==> config.mk <==
export PLATFORM = sky130hd
export DESIGN_NAME = handshake_stream_src
export DESIGN_NICKNAME = d
export VERILOG_FILES = /design/src/rtl/handshake_stream_src.sv
export SDC_FILE = /design/constraint.sdc
export NUM_CORES = 1
export LEC_CHECK = 0
export ABC_AREA = 1
export CAP_MARGIN = 0
export CORE_MARGIN = 5
export CORE_UTILIZATION = 25
export CTS_CLUSTER_DIAMETER = 30
export DETAILED_ROUTE_END_ITERATION = 6
export SLEW_MARGIN = 20
export SYNTH_ARGS = -nofsm -noshare
export SYNTH_HDL_FRONTEND = slang
export SYNTH_SLANG_ARGS = --single-unit
==> constraint.sdc <==
create_clock -name clk -period 1.7 [get_ports clk]
set_input_delay 0.34 -clock clk [delete_from_list [all_inputs] [get_ports clk]]
set_output_delay 0.34 -clock clk [all_outputs]
set_load 0.02 [all_outputs]
==> src/rtl/handshake_stream_src.sv <==
// handshake_stream_src
// Valid/ready burst source. A start command launches a burst of len_i beats
// carrying base_i, base_i+1, ... (wrapping modulo 2^DW). Each beat waits for
// the post-stage to accept it. An optional number of idle cycles can be
// inserted after every accepted beat except the last one.
//
// Handshake contract: a beat transfers on a rising edge where valid_post_o
// and ready_post_i are both 1. Once valid_post_o is raised, it stays high and
// data_post_o stays stable until that transfer happens. ready_post_i never
// reaches an output combinationally.
module handshake_stream_src #(
    parameter int DW    = 8,
    parameter int LEN_W = 8,
    parameter int GAP_W = 4
) (
    input  logic             clk,
    input  logic             rst_n,
    input  logic             start_i,
    input  logic [LEN_W-1:0] len_i,
    input  logic [DW-1:0]    base_i,
    input  logic [GAP_W-1:0] gap_i,
    output logic             busy_o,
    output logic             done_o,
    output logic             valid_post_o,
    output logic [DW-1:0]    data_post_o,
    input  logic             ready_post_i,
    output logic [15:0]      stall_cnt_o
);

    typedef enum logic [1:0] {
        IDLE = 2'd0,
        SEND = 2'd1,
        GAP  = 2'd2,
        DONE = 2'd3
    } state_t;

    localparam logic [LEN_W-1:0] LEN_ONE  = LEN_W'(1);
    localparam logic [LEN_W-1:0] LEN_ZERO = '0;
    localparam logic [GAP_W-1:0] GAP_ONE  = GAP_W'(1);
    localparam logic [GAP_W-1:0] GAP_ZERO = '0;
    localparam logic [DW-1:0]    DATA_ONE = DW'(1);
    localparam logic [15:0]      STALL_MAX = 16'hFFFF;

    state_t           state;
    logic [LEN_W-1:0] len_r;
    logic [LEN_W-1:0] beat_cnt;
    logic [GAP_W-1:0] gap_r;
    logic [GAP_W-1:0] gap_cnt;

    logic xfer;
    logic stall;
    logic last_beat;
    logic stall_sat;

    // Decode the handshake events of the current cycle from registered state.
    always_comb begin
        xfer      = 1'b0;
        stall     = 1'b0;
        last_beat = 1'b0;
        stall_sat = 1'b0;
        if (state == SEND) begin
            xfer  = valid_post_o & ready_post_i;
            stall = valid_post_o & ~ready_post_i;
        end
        last_beat = (beat_cnt == (len_r - LEN_ONE));
        stall_sat = (stall_cnt_o == STALL_MAX);
    end

    // Burst controller: state, handshake outputs, counters, all registered.
    always_ff @(posedge clk or negedge rst_n) begin
        if (!rst_n) begin
            state        <= IDLE;
            busy_o       <= 1'b0;
            done_o       <= 1'b0;
            valid_post_o <= 1'b0;
            data_post_o  <= '0;
            stall_cnt_o  <= '0;
            beat_cnt     <= '0;
            len_r        <= '0;
            gap_r        <= '0;
            gap_cnt      <= '0;
        end else begin
            case (state)
                IDLE: begin
                    done_o <= 1'b0;
                    if (start_i) begin
                        len_r       <= len_i;
                        gap_r       <= gap_i;
                        beat_cnt    <= '0;
                        stall_cnt_o <= '0;
                        busy_o      <= 1'b1;
                        data_post_o <= base_i;
                        if (len_i != LEN_ZERO) begin
                            // First beat is presented on the cycle after start.
                            state        <= SEND;
                            valid_post_o <= 1'b1;
                        end else begin
                            // Empty burst: straight to the completion pulse.
                            state  <= DONE;
                            done_o <= 1'b1;
                        end
                    end
                end

                SEND: begin
                    if (xfer) begin
                        beat_cnt    <= beat_cnt + LEN_ONE;
                        data_post_o <= data_post_o + DATA_ONE;
                        if (last_beat) begin
                            state        <= DONE;
                            valid_post_o <= 1'b0;
                            done_o       <= 1'b1;
                        end else if (gap_r == GAP_ZERO) begin
                            // Back-to-back: next beat valid immediately.
                            valid_post_o <= 1'b1;
                        end else begin
                            // gap_cnt counts the remaining idle cycles after this one.
                            state        <= GAP;
                            valid_post_o <= 1'b0;
                            gap_cnt      <= gap_r - GAP_ONE;
                        end
                    end else if (stall && !stall_sat) begin
                        stall_cnt_o <= stall_cnt_o + 16'd1;
                    end
                end

                GAP: begin
                    if (gap_cnt == GAP_ZERO) begin
                        state        <= SEND;
                        valid_post_o <= 1'b1;
                    end else begin
                        gap_cnt <= gap_cnt - GAP_ONE;
                    end
                end

                DONE: begin
                    // One-cycle completion pulse; stall_cnt_o keeps its value.
                    state  <= IDLE;
                    done_o <= 1'b0;
                    busy_o <= 1'b0;
                end

                default: begin
                    state        <= IDLE;
                    busy_o       <= 1'b0;
                    done_o       <= 1'b0;
                    valid_post_o <= 1'b0;
                end
            endcase
        end
    end

endmodule

==> flow_metrics.tcl <==
set metrics [dict create \
    critical_path_class "reg2reg" \
    end_kind "register" \
    worst_hold_slack_ns 0.487 \
    boundaryPins 51 \
    final.setup.worst_slack_ns -0.0505 \
    vias_per_cell 4.35 \
    synth_top_cell_area_share_pct 42.9 \
    setup_tns_ns -0.216 \
    combinationalPowerShare_pct 55.8 \
    firstDrtPassIters 4 \
    rows 40 \
    yosysTopAreaCell "dfrtp_1" \
    wl_per_cell_um 12.0 \
    skew_ns 0.00737 \
    async_reset_ff_share_pct 100 \
    period_share_pct 103 \
    antenna_found_initial 0 \
    htreeDepth 2 \
    vias 3068 \
    synth_top_cells_by_count "nand2_1 (116), dfrtp_1 (53), inv_1 (53)" \
    clkSinkCount 53 \
    multi_input_area_mm2 0.00167 \
    worst_ir_drop_vdd_mv 0.639 \
    finalNetCount 565 \
    place_ws_ns -0.313 \
    yosysSeqAreaShare_pct 42.9 \
    ys_seq_elements 53 \
    totalWireLength_um 8460 \
    syn_avg_cell_area_um2 7.39 \
    power_frac_clock_pct 14.8 \
    clk_pin_slew_ns 0.07 \
    min_period_ns 1.75 \
    areaGrowthSynthToFinish_pct 50.3 \
    antenna_left 0 \
    dieArea_mm2 0.0147 \
    insertion_delay_ns 0.29 \
    gp_congestion 0.854 \
    synth_ff_type "dfrtp_1" \
    drc 0 \
    power.switching_uw 3020 \
    max_stage_delay_ns 0.39 \
    max_freq_mhz 571 \
    violations "setup timing" \
    slew_headroom_pct 74.1 \
    regArea_mm2 0.00133 \
    place_hpwl_um 6270 \
    chipWidth_um 121 \
    static-leakage-power_uw 0.00228 \
    grt_max_degree 31 \
    place_area_mm2 0.00419 \
    root_buffer "clkbuf_16" \
    synth_nets 447 \
    start_util_pct 25.6 \
    layout.cells.non_filler 705 \
    first_global_vias 3079 \
    synth_warnings 0 \
    intPower_uw 3980 \
    synth.most_common_cell "nand2_1" \
    path_max_fanout 8 \
    synthDistinctLibCells 36 \
    postSynthCellCount 418 \
    grt_first_pass_wirelength_um 14200 \
    dp.cells 683 \
    start_kind "register" \
    swShare_pct 43.1 \
    nFillCells 1235 \
    slowest_stage "dfrtp_2" \
    run_status "finished, violations left" \
    grt_usage_pct 11.7 \
    path_cells "ha_4 > inv_4 > nor3_4 > nand2_2 > o21ai_4 > nand2_4 > buf_6 > nand4_1 > nand2_1 > inv_1 > nor2_1" \
    postLayoutCellArea_mm2 0.00464 \
    antenna_cells 0 \
    powerDensity_mw_per_mm2 1510 \
    cts_made_buffers 5 \
    min_path_type "reg2reg" \
    tightest_slew_ns 0.385 \
    syn_area_mm2 0.00309 \
    clockBufferDepth 2 \
    seq_power_share_pct 29.4 \
    setup_viol 8 \
    drive_above_1_share_pct 23.3 \
    synth-edff-count 0 \
    crit_required_ns 1.88 \
    grt-ovfl-total 0 \
    drv_slew 0 \
    drtIter0Drc 118 \
    cts_tree "built" \
    hold_violations 0 \
    rsz0062_at_grt "true" \
    maxCapViolCount 0 \
    io_buffer_count 50 \
    core-area_mm2 0.0121 \
    die_h_um 121 \
    synthTopCellsByArea "dfrtp_1 (43%), nand2_1 (14%), inv_1 (6.4%), nor2_1 (5.5%), o21ai_0 (4.5%)" \
    crit_arrival_ns 1.93 \
]
-- layout make-up --
type                       instances  area share, %
clock buffer                       8           3.15
inverter                          57           4.82
multi-input combinational        299           36.0
sequential                        53           28.6
tap                              168           4.53
timing repair buffer             119           22.8
timing repair inverter             1          0.108
-- routing by layer --
metal  part of all wire, %  routed length (um)  GRT usage, %
met5                     0                   0             0
met4                   1.1                  93          2.80
met3                   2.9                 247          2.24
met2                    51                4300          20.6
met1                    45                3820          14.9
-- worst paths after layout --
| kind | from | to | slack [ns] | cells past startpoint |
|---|---|---|---|---|
| setup / recovery | stall_cnt_o[1] | stall_cnt_o[12] | -0.05 | 11 |
| min in group asynchronous | rst_n | gap_cnt[1] | 0.50 | 2 |
| hold reg to reg | done_o | done_o | 0.49 | 2 |
| setup reg to reg | stall_cnt_o[1] | stall_cnt_o[12] | -0.05 | 11 |
| max in group asynchronous | rst_n | stall_cnt_o[0] | 0.70 | 3 |
| hold / removal | done_o | done_o | 0.49 | 2 |
-- through the flow --
stage / utilization [%] / power (uW)
floorplan: - / 4210
global placement: 34.7 / 5520
detailed placement: 34.7 / 5590
CTS: 36.3 / 6680
global route: 38.5 / 7670
finish: 38.5 / 7000
-- worst max-delay path, delay by kind of cell, from the launching register on --
| kind | cells | cell delay, ns |
|---|---|---|
| flops | 1 | 0.39 |
| simple gates | 6 | 0.66 |
| buf+inv | 3 | 0.24 |
| fa+ha+maj | 1 | 0.15 |
| compound gates | 1 | 0.19 |
-- layout by cell type, fill, tap and decap left out, drive strengths merged --
cell and instances:
a31oi 5, nor4 2, nor3b 1, o21ai 30, dlygate4sd2 13, o21a 1, a2bb2oi 2, o31ai 1
ha 5, nor3 13, buf 69, nand4 10, mux2i 2, a22oi 1, o32ai 1, inv 57
xor2 10, nand2 118, clkbuf 8, dfrtp 53, dlymetal6s2s 5, dlygate4sd3 1, clkdlybuf4s50 31, xnor2 4
clkinv 1, nor2 48, a21oi 18, o22ai 1, nand3 26
-- kinds of logic (layout without fill, tap and decap cells) --
group,count (synthesis),in the layout,synth area share [%]
AO/OA/AOI/OAI,60,60,10.7
XOR/XNOR,14,14,3.97
adder cells (fa/ha/maj),5,5,2.03
buffers and inverters,66,185,8.79
flip-flops,53,53,42.9
multiplexers,2,2,0.648
AND/OR/NAND/NOR,218,218,30.9
-- flip-flops by register name, summed over array words and instances, names as in the netlist --
signal and flops:
len_r 8, beat_cnt 8, busy_o 1, gap_cnt 4
valid_post_o 1, stall_cnt_o 16, state 2, done_o 1
data_post_o 8, gap_r 4
-- power by group through the flow --
stage / clock [uW] / combinational, uW / sequential, uW
floorplan: 0 / 2060 / 2160
global placement: 0 / 3450 / 2060
finish: 1040 / 3910 / 2060
detailed placement: 0 / 3520 / 2070
global route: 1130 / 4410 / 2130
CTS: 1060 / 3550 / 2060
-- timing repair --
action                                  in CTS  in global routing
pin swaps                                    7                 17
hold buffers                                 1                  0
buffers inserted                             1                 12
endpoints found under the setup margin      23                 32
resized for setup                           22                 52
hold endpoints to repair                    13                  0
gates cloned                                 0                  1
(Power assumes the default switching activity.)
